<file path="src/rtl/dm_access_unit_if.sv">
// Bundle of all request, response and RAM-side signals of the MEM-stage data-memory access unit.
// Ports: req_* (pipeline request), rsp_* (response back to pipeline), mem_* (1-cycle sync RAM port).
// Modports: slave = the access unit itself, master = the environment (pipeline control plus RAM).
interface dm_access_unit_if #(
   parameter int DATA_W = 32,
   parameter int ADDR_W = 32
);
   localparam int NB    = DATA_W / 8;
   localparam int OFF_W = $clog2(NB);

   logic                    req_valid;
   logic                    req_ready;
   logic                    req_we;
   logic [1:0]              req_size;
   logic                    req_signed;
   logic [ADDR_W-1:0]       req_addr;
   logic [DATA_W-1:0]       req_wdata;

   logic                    rsp_valid;
   logic                    rsp_ready;
   logic [DATA_W-1:0]       rsp_rdata;
   logic                    rsp_err;

   logic                    mem_en;
   logic                    mem_we;
   logic [NB-1:0]           mem_be;
   logic [ADDR_W-OFF_W-1:0] mem_addr;
   logic [DATA_W-1:0]       mem_wdata;
   logic [DATA_W-1:0]       mem_rdata;

   modport slave (
      input  req_valid, req_we, req_size, req_signed, req_addr, req_wdata,
      output req_ready,
      output rsp_valid, rsp_rdata, rsp_err,
      input  rsp_ready,
      output mem_en, mem_we, mem_be, mem_addr, mem_wdata,
      input  mem_rdata
   );

   modport master (
      output req_valid, req_we, req_size, req_signed, req_addr, req_wdata,
      input  req_ready,
      input  rsp_valid, rsp_rdata, rsp_err,
      output rsp_ready,
      input  mem_en, mem_we, mem_be, mem_addr, mem_wdata,
      output mem_rdata
   );
endinterface

</file>
<file path="src/rtl/dm_access_unit.sv">
// Data-memory access unit: byte enables, two-beat split of word-crossing accesses, load extension.
// Latency from accept edge: error 1, aligned 3, split 4 cycles to rsp_valid; one access outstanding.
// Backpressure: req_ready only in IDLE; response held stable in RESP until rsp_ready.
// Ports: clk, reset (sync active-low), bus (dm_access_unit_if.slave: req_*, rsp_*, mem_*).
module dm_access_unit #(
   parameter int DATA_W         = 32,
   parameter int ADDR_W         = 32,
   parameter bit ALLOW_MISALIGN = 1'b1
) (
   input logic             clk,
   input logic             reset,
   dm_access_unit_if.slave bus
);
   localparam int NB    = DATA_W / 8;
   localparam int OFF_W = $clog2(NB);
   localparam int WA_W  = ADDR_W - OFF_W;

   typedef enum logic [2:0] {IDLE, BEAT0, BEAT1, CAPT, RESP} state_t;
   state_t state, state_nxt;

   // latched request
   logic              a_we;
   logic              a_signed;
   logic              a_split;
   logic [1:0]        a_size;
   logic [ADDR_W-1:0] a_addr;
   logic [DATA_W-1:0] a_wdata;
   logic [DATA_W-1:0] lo_rdata;

   logic              rsp_valid_q;
   logic              rsp_err_q;
   logic [DATA_W-1:0] rsp_rdata_q;

   logic accept;
   int   in_off, in_nb;
   logic in_split, in_err;

   assign bus.req_ready = (state == IDLE) && reset;
   assign accept        = bus.req_valid && bus.req_ready;

   // Decode of the incoming request; only used on the accept edge.
   always_comb begin
      in_off   = int'(bus.req_addr[OFF_W-1:0]);
      in_nb    = 1 << bus.req_size;
      in_split = (in_off + in_nb) > NB;
      in_err   = ((bus.req_size == 2'd3) && (DATA_W < 64)) ||
                 (((in_off % in_nb) != 0) && !ALLOW_MISALIGN);
   end

   // Datapath from latched request: a 2-word window covers both beats of a split access.
   int                  a_off, a_nb;
   logic [WA_W-1:0]     word_idx;
   logic [2*DATA_W-1:0] wr_win;
   logic [2*DATA_W-1:0] rd_win;
   logic [2*NB-1:0]     be_win;
   logic [DATA_W-1:0]   ld_val, ld_mask, ld_ext;
   logic                sign_bit;

   always_comb begin
      a_off    = int'(a_addr[OFF_W-1:0]);
      a_nb     = 1 << a_size;
      word_idx = a_addr[ADDR_W-1:OFF_W];
      wr_win   = {{DATA_W{1'b0}}, a_wdata} << (8 * a_off);
      be_win   = '0;
      for (int i = 0; i < NB; i++) begin
         if (i < a_nb) be_win[i] = 1'b1;
      end
      be_win = be_win << a_off;

      // In CAPT, mem_rdata holds the last beat; beat0 was parked in lo_rdata for splits.
      rd_win  = a_split ? {bus.mem_rdata, lo_rdata} : {{DATA_W{1'b0}}, bus.mem_rdata};
      rd_win  = rd_win >> (8 * a_off);
      ld_val  = rd_win[DATA_W-1:0];
      ld_mask = '0;
      sign_bit = 1'b0;
      for (int i = 0; i < NB; i++) begin
         if (i < a_nb) ld_mask[8*i +: 8] = 8'hFF;
         if (i == a_nb - 1) sign_bit = a_signed & ld_val[8*i + 7];
      end
      // full-word loads have an all-ones mask, so no extension happens
      ld_ext = (ld_val & ld_mask) | ({DATA_W{sign_bit}} & ~ld_mask);
   end

   // Next state and RAM port drive
   always_comb begin
      state_nxt     = state;
      bus.mem_en    = 1'b0;
      bus.mem_we    = 1'b0;
      bus.mem_be    = '0;
      bus.mem_addr  = '0;
      bus.mem_wdata = '0;
      case (state)
         IDLE: begin
            if (accept) state_nxt = in_err ? RESP : BEAT0;
         end
         BEAT0: begin
            bus.mem_en    = 1'b1;
            bus.mem_we    = a_we;
            bus.mem_be    = be_win[NB-1:0];
            bus.mem_addr  = word_idx;
            bus.mem_wdata = wr_win[DATA_W-1:0];
            state_nxt     = a_split ? BEAT1 : CAPT;
         end
         BEAT1: begin
            bus.mem_en    = 1'b1;
            bus.mem_we    = a_we;
            bus.mem_be    = be_win[2*NB-1:NB];
            bus.mem_addr  = word_idx + WA_W'(1);   // wraps at the top of the word space
            bus.mem_wdata = wr_win[2*DATA_W-1:DATA_W];
            state_nxt     = CAPT;
         end
         CAPT: state_nxt = RESP;
         RESP: begin
            if (bus.rsp_ready) state_nxt = IDLE;
         end
         default: state_nxt = IDLE;
      endcase
   end

   always_ff @(posedge clk) begin
      if (!reset) begin
         state       <= IDLE;
         a_we        <= 1'b0;
         a_signed    <= 1'b0;
         a_split     <= 1'b0;
         a_size      <= 2'd0;
         a_addr      <= '0;
         a_wdata     <= '0;
         lo_rdata    <= '0;
         rsp_valid_q <= 1'b0;
         rsp_err_q   <= 1'b0;
         rsp_rdata_q <= '0;
      end else begin
         state <= state_nxt;
         case (state)
            IDLE: begin
               if (accept) begin
                  a_we     <= bus.req_we;
                  a_signed <= bus.req_signed;
                  a_size   <= bus.req_size;
                  a_addr   <= bus.req_addr;
                  a_wdata  <= bus.req_wdata;
                  a_split  <= in_split && !in_err;
                  if (in_err) begin
                     rsp_valid_q <= 1'b1;
                     rsp_err_q   <= 1'b1;
                     rsp_rdata_q <= '0;
                  end
               end
            end
            BEAT1: lo_rdata <= bus.mem_rdata;
            CAPT: begin
               rsp_valid_q <= 1'b1;
               rsp_err_q   <= 1'b0;
               rsp_rdata_q <= a_we ? '0 : ld_ext;
            end
            RESP: begin
               if (bus.rsp_ready) begin
                  rsp_valid_q <= 1'b0;
                  rsp_err_q   <= 1'b0;
                  rsp_rdata_q <= '0;
               end
            end
            default: ;
         endcase
      end
   end

   assign bus.rsp_valid = rsp_valid_q;
   assign bus.rsp_err   = rsp_err_q;
   assign bus.rsp_rdata = rsp_rdata_q;
endmodule

</file>
<file path="src/flat_wrapper.sv">
// flat-port wrapper written by rule: the top's interface ports become plain ports
module dm_access_unit_flat 
#(
   parameter int DATA_W         = 32,
   parameter int ADDR_W         = 32,
   parameter bit ALLOW_MISALIGN = 1'b1
)
  (clk, reset, bus_req_valid, bus_req_we, bus_req_size, bus_req_signed, bus_req_addr, bus_req_wdata, bus_req_ready, bus_rsp_valid, bus_rsp_rdata, bus_rsp_err, bus_rsp_ready, bus_mem_en, bus_mem_we, bus_mem_be, bus_mem_addr, bus_mem_wdata, bus_mem_rdata);
  dm_access_unit_if #(.DATA_W(DATA_W), .ADDR_W(ADDR_W)) bus_i ();
  input logic clk;
  input logic reset;
  input wire logic [$bits(bus_i.req_valid)-1:0] bus_req_valid;
  input wire logic [$bits(bus_i.req_we)-1:0] bus_req_we;
  input wire logic [$bits(bus_i.req_size)-1:0] bus_req_size;
  input wire logic [$bits(bus_i.req_signed)-1:0] bus_req_signed;
  input wire logic [$bits(bus_i.req_addr)-1:0] bus_req_addr;
  input wire logic [$bits(bus_i.req_wdata)-1:0] bus_req_wdata;
  output wire logic [$bits(bus_i.req_ready)-1:0] bus_req_ready;
  output wire logic [$bits(bus_i.rsp_valid)-1:0] bus_rsp_valid;
  output wire logic [$bits(bus_i.rsp_rdata)-1:0] bus_rsp_rdata;
  output wire logic [$bits(bus_i.rsp_err)-1:0] bus_rsp_err;
  input wire logic [$bits(bus_i.rsp_ready)-1:0] bus_rsp_ready;
  output wire logic [$bits(bus_i.mem_en)-1:0] bus_mem_en;
  output wire logic [$bits(bus_i.mem_we)-1:0] bus_mem_we;
  output wire logic [$bits(bus_i.mem_be)-1:0] bus_mem_be;
  output wire logic [$bits(bus_i.mem_addr)-1:0] bus_mem_addr;
  output wire logic [$bits(bus_i.mem_wdata)-1:0] bus_mem_wdata;
  input wire logic [$bits(bus_i.mem_rdata)-1:0] bus_mem_rdata;
  assign bus_i.req_valid = bus_req_valid;
  assign bus_i.req_we = bus_req_we;
  assign bus_i.req_size = bus_req_size;
  assign bus_i.req_signed = bus_req_signed;
  assign bus_i.req_addr = bus_req_addr;
  assign bus_i.req_wdata = bus_req_wdata;
  assign bus_req_ready = bus_i.req_ready;
  assign bus_rsp_valid = bus_i.rsp_valid;
  assign bus_rsp_rdata = bus_i.rsp_rdata;
  assign bus_rsp_err = bus_i.rsp_err;
  assign bus_i.rsp_ready = bus_rsp_ready;
  assign bus_mem_en = bus_i.mem_en;
  assign bus_mem_we = bus_i.mem_we;
  assign bus_mem_be = bus_i.mem_be;
  assign bus_mem_addr = bus_i.mem_addr;
  assign bus_mem_wdata = bus_i.mem_wdata;
  assign bus_i.mem_rdata = bus_mem_rdata;
  dm_access_unit #(.DATA_W(DATA_W), .ADDR_W(ADDR_W), .ALLOW_MISALIGN(ALLOW_MISALIGN)) u_core (.clk(clk), .reset(reset), .bus(bus_i));
endmodule
</file>
<file path="config.mk">
export PLATFORM = sky130hd
export DESIGN_NAME = dm_access_unit_flat
export DESIGN_NICKNAME = d
export VERILOG_FILES = /design/src/rtl/dm_access_unit_if.sv /design/src/rtl/dm_access_unit.sv /design/src/flat_wrapper.sv
export SDC_FILE = /design/constraint.sdc
export NUM_CORES = 1
export LEC_CHECK = 0
export CAP_MARGIN = 10
export CORE_MARGIN = 4
export CORE_UTILIZATION = 35
export CTS_CLUSTER_DIAMETER = 80
export CTS_CLUSTER_SIZE = 40
export DETAILED_ROUTE_END_ITERATION = 8
export SLEW_MARGIN = 20
export SYNTH_ARGS = -nofsm -noshare
export SYNTH_HDL_FRONTEND = slang
export SYNTH_SLANG_ARGS = --single-unit
</file>
<file path="constraint.sdc">
create_clock -name clk -period 2 [get_ports clk]
set_input_delay 0.2 -clock clk [delete_from_list [all_inputs] [get_ports clk]]
set_output_delay 0.2 -clock clk [all_outputs]
set_load 0.05 [all_outputs]
</file>
# Yosys cells after proc, flatten, opt, wreduce, memory -nomap -nowiden
# Index checks and enable logic that the tools add are counted.
[word_totals] ff_bits=138
[op_classes] add_sub_neg=3 n_lt_le_gt_ge=5 n_eq_ne=11 shifts=5 muxes=33 bitwise_logic=8 reduce_logical=11
[ops] cell="$mux W32" n=4
[ops] cell="$pmux W32 S3" n=1
[ops] cell="$and A32 B32 Y32" n=2
[ops] cell="$eq A3 B32 Y1 const A" n=2
[ops] cell="$lt A3 B32 Y1 const A" n=2
[ops] cell="$mux W64" n=1
[ops] cell="$pmux W32 S2" n=1
[ops] cell="$shl A1 B2 Y32 const A" n=2
[ops] cell="$shl A32 B5 Y64" n=1
[ops] cell="$shr A64 B5 Y32" n=1
[ops] cell="$pmux W30 S2" n=1
[ops] cell="$add A3 B32 Y32" n=1
[ops] cell="$eq A2 B32 Y1 const A" n=1
[ops] cell="$gt A32 B4 Y1 const B" n=1
[ops] cell="$logic_not A32 Y1" n=1
[ops] cell="$lt A1 B32 Y1 const A" n=1
[ops] cell="$lt A2 B32 Y1 const A" n=1
[ops] cell="$mux W8" n=4
[ops] cell="$not A32 Y32" n=1
[ops] cell="$or A32 B32 Y32" n=1
[ops] cell="$sub A32 B2 Y32 const B" n=1
[ops] cell="$add A30 B1 Y30 const B" n=1
[ops] cell="$pmux W3 S5" n=1
[ops] cell="$mux W1" n=14
[ops] cell="18 further kinds" n=29

# Logic depth before layout (Yosys ltp)
[logic_depth] depth_word=11 depth_mapped=9 mapped_depth_nobuf=8

# Worst setup path after synthesis
# OpenSTA, ideal clock, no wires.
[synth_timing] path_kind="reg2out" from="register u_core.a_addr[2]" to="output port bus_mem_addr[26]" t_arrival_ns=2.962 path_slack_ns=-1.162 stages_incl_launch_ff=7 n_path_buf=1 cell_sequence="dfxtp_1 ha_1 nand3_1 nor4_2 buf_2 nand2_1 o41ai_1"
[synth_via] elab_chain_len=2
[synth_rtl] element="from (decl)" line_no="dm_access_unit.sv:26" source="logic [ADDR_W-1:0] a_addr;"
[synth_rtl] element="from (signal assigned)" line_no="dm_access_unit.sv:141" source="a_addr <= bus.req_addr;"
[synth_rtl] element="$add A30 B1 Y30" line_no="dm_access_unit.sv:108" source="bus.mem_addr = word_idx + WA_W'(1);"
[synth_rtl] element="$pmux W30 S2" line_no="dm_access_unit.sv:92" source="case (state)"
[synth_rtl] element="to (decl)" line_no="flat_wrapper.sv:26" source="output wire logic [$bits(bus_i.mem_addr)-1:0] bus_mem_addr;"
# No other way between the ends.

# Final worst setup path
[layout_timing] from="register u_core.a_addr[2]" to="output port bus_mem_addr[24]"
# The elaborated chain is that of the path after synthesis.

==> results_dict.tcl <==
set metrics [dict create \
    status "complete, but fails checks" \
    violations "setup timing" \
    grt_overflow 0 \
    synth_top_area_share_pct 33.8 \
    syn_avg_cell_area_um2 7.57 \
    ys_ff_latch 138 \
    clock_latency_ns 0.43 \
    crit_path_start_kind "flip-flop" \
    setup.worst_path.start "u_core.a_addr[2]" \
    cts_buffers 17 \
    hold_viol 0 \
    rows 55 \
    htreeDepth 4 \
    core_area_um2 22800 \
    ys_seq_area_share_pct 33.8 \
    area_growth_pct 75.5 \
    p_switching_w 0.00370 \
    fin_cells 1698 \
    tightest_slew_ns 0.652 \
    pwr-share-comb_pct 37.5 \
    worstSetupPathType "reg -> out" \
    power.density_nw_per_um2 753 \
    dp_slack_ns -0.209 \
    synth_cells 1079 \
    seqPwrFrac_pct 30.2 \
    drv_slew 0 \
    synth_edf_count 0 \
    max-cap-violations 0 \
    port_buffers 206 \
    min_period_over_period_pct 118 \
    first_pass_iters 5 \
    async_reset_ff_share_pct 0 \
    clockBufferDepth 2 \
    hp-class "in -> reg" \
    ys_types 60 \
    min_period_ns 2.36 \
    grt_max_degree 75 \
    clkPwrFrac_pct 32.3 \
    cts_tree "done" \
    hpwl_um 21400 \
    max-slew-margin-rel_pct 56.6 \
    grt_pass1_vias 9104 \
    crit_required_ns 1.80 \
    globalplace.congestion 0.905 \
    endpoint_kind "primary output" \
    synth_ff_type "dfxtp_1" \
    worstHoldStart "reset" \
    wl_um 33200 \
    pin_count 207 \
    p_leak_nw 5.53 \
    dp.cells 1611 \
    synth_most_common_cell "nand2_1" \
    syn_nets 1187 \
    cts.sinks 138 \
    drt-wirelength-per-cell_um 19.6 \
    vias_per_cell 5.48 \
    skew_ns 0.00675 \
    switching_share_pct 34.3 \
    ant_nets 0 \
    path_max_fanout 6 \
    r2r-start "u_core.state[2]" \
    p_total_w 0.0108 \
    netlist_top_cells_count "nand2_1, dfxtp_1, o21ai_0" \
    p_int_w 0.00710 \
    crit_arrival_ns 2.16 \
    yosysTopAreaCell "dfxtp_1" \
    netlist_top_cells_area "dfxtp_1, nand2_1, o21ai_0" \
    path_clk_slew_ns 0.06 \
    drive_above_1_share_pct 35.1 \
    worst_slack_ns -0.362 \
    fp.dieArea_um2 25800 \
    nNetsFinal 1481 \
    setup_viol 67 \
    cts-root-buf "clkbuf_16" \
    vias 9298 \
    rsz0062_at_grt "true" \
    die_h_um 161 \
    start_util_pct 35.9 \
    die_w_um 161 \
    drc 0 \
    grt_usage_pct 24.9 \
    peakVddDrop_mv 0.503 \
    fmax_ghz 0.423 \
    antenna_found_initial 4 \
    dr.first_iter.drc_count 726 \
    yosys_warnings 0 \
    grt_first_pass_wirelength_um 51300 \
    syn_area_um2 8170 \
]
[registers in the layout (all words and copies together) (netlist names)]
register	flops
u_core.a_addr	32
u_core.a_wdata	32
u_core.bus.rsp_rdata	32
u_core.lo_rdata	32
u_core.state	3
u_core.a_size	2
u_core.a_signed	1
u_core.a_split	1
u_core.a_we	1
u_core.bus.rsp_err	1
u_core.bus.rsp_valid	1
[cell usage in the layout (no fill, tap or decap), types with 8 or more instances in the layout]
master and n:
inv_1 9, dfxtp_4 8, o22ai_1 9, mux4_2 8, nand2_1 281, o211ai_1 15
clkdlybuf4s50_1 136, mux2i_1 41, dfxtp_2 11, a21oi_1 25, buf_6 39, and3_4 10
o21ai_2 23, o21ai_4 22, buf_4 99, buf_12 73, nand2_2 10, o21ai_0 80
clkbuf_16 18, o22ai_4 9, nor2b_1 9, nand2_4 15, a22oi_1 26, nand3_1 11
a21boi_0 33, mux2i_2 15, dfxtp_1 119, mux2_2 26, o21ai_1 8, buf_8 12
and3_1 8, nor2_1 29
[cell type report]
class | instances | area (um^2)
repair buffers | 367 | 4410
well taps | 313 | 392
fillers | 1838 | 8440
clock buffers | 20 | 478
flip-flops and latches | 138 | 2810
inverters | 10 | 38.8
diodes | 1 | 2.50
multi-input cells | 839 | 6050
clock inverters | 10 | 164
[kinds of logic (layout without fill, tap and decap cells)]
kind of cell             count (synthesis)  in the layout  synth area share [%]
other                                    0              1                     0
flip-flops                             138            138                  33.8
adder cells (fa/ha/maj)                  4              4                 0.705
XOR/XNOR                                 7              7                 0.751
AND/OR/NAND/NOR                        430            430                  22.7
AO/OA/AOI/OAI                          307            307                  23.5
multiplexers                            91             91                  12.8
buffers and inverters                  102            407                  5.80
[path summary, 6_finish.rpt]
check                              to  depth (start not counted)  slack (ns)
setup / recovery     bus_mem_addr[24]                         10       -0.36
setup reg to reg   u_core.a_wdata[26]                          8        0.09
hold / removal    u_core.lo_rdata[15]                          2        0.09
hold reg to reg   u_core.lo_rdata[29]                          2        0.46
[through the flow]
step	area [um^2]	hold slack [ns]	TNS, ns	utilization [%]
after floorplan	8450	0.309	-2.95	-
after global placement	11900	0.448	-1.14	52.1
after detailed placement	11900	0.457	-2.19	52.1
after CTS	14000	0.0843	-12.18	61.6
after global routing	14300	0.0913	-18.40	62.9
final	14300	0.0949	-14.00	62.9
[worst max-delay path, stage by stage, from the launching register on]
cell	delay, ns
dfxtp_4	0.36
ha_4	0.15
nand3_4	0.08
nor4_4	0.26
buf_6	0.18
buf_6	0.12
buf_6	0.09
a31oi_4	0.07
o21ai_2	0.17
o21ai_2	0.09
buf_12	0.15
[power by group through the flow]
stage               clock network, W  registers (W)  logic, W
floorplan                          0        0.00325   0.00178
global placement                   0        0.00325   0.00320
detailed placement                 0        0.00326   0.00322
CTS                          0.00353        0.00324   0.00391
global route                 0.00364        0.00329   0.00429
finish                       0.00349        0.00327   0.00405
[per-layer routing]
metal  part of all wire (%)  vias to the layer above  track usage (%)
met5                   0.12                        -                0
met4                    2.7                        6             8.26
met3                    7.0                       67             6.21
met2                     48                      376             41.1
met1                     42                     4429             31.9
li1                       -                     4420                -
[repair_timing]
item,in CTS,in global routing
hold buffers,0,0
setup buffers,37,13
gates resized for setup,249,47
gates cloned,8,0
pin swaps,64,30
hold endpoints to repair,0,0
endpoints found under the setup margin,68,92
(Power assumes the default switching activity.)
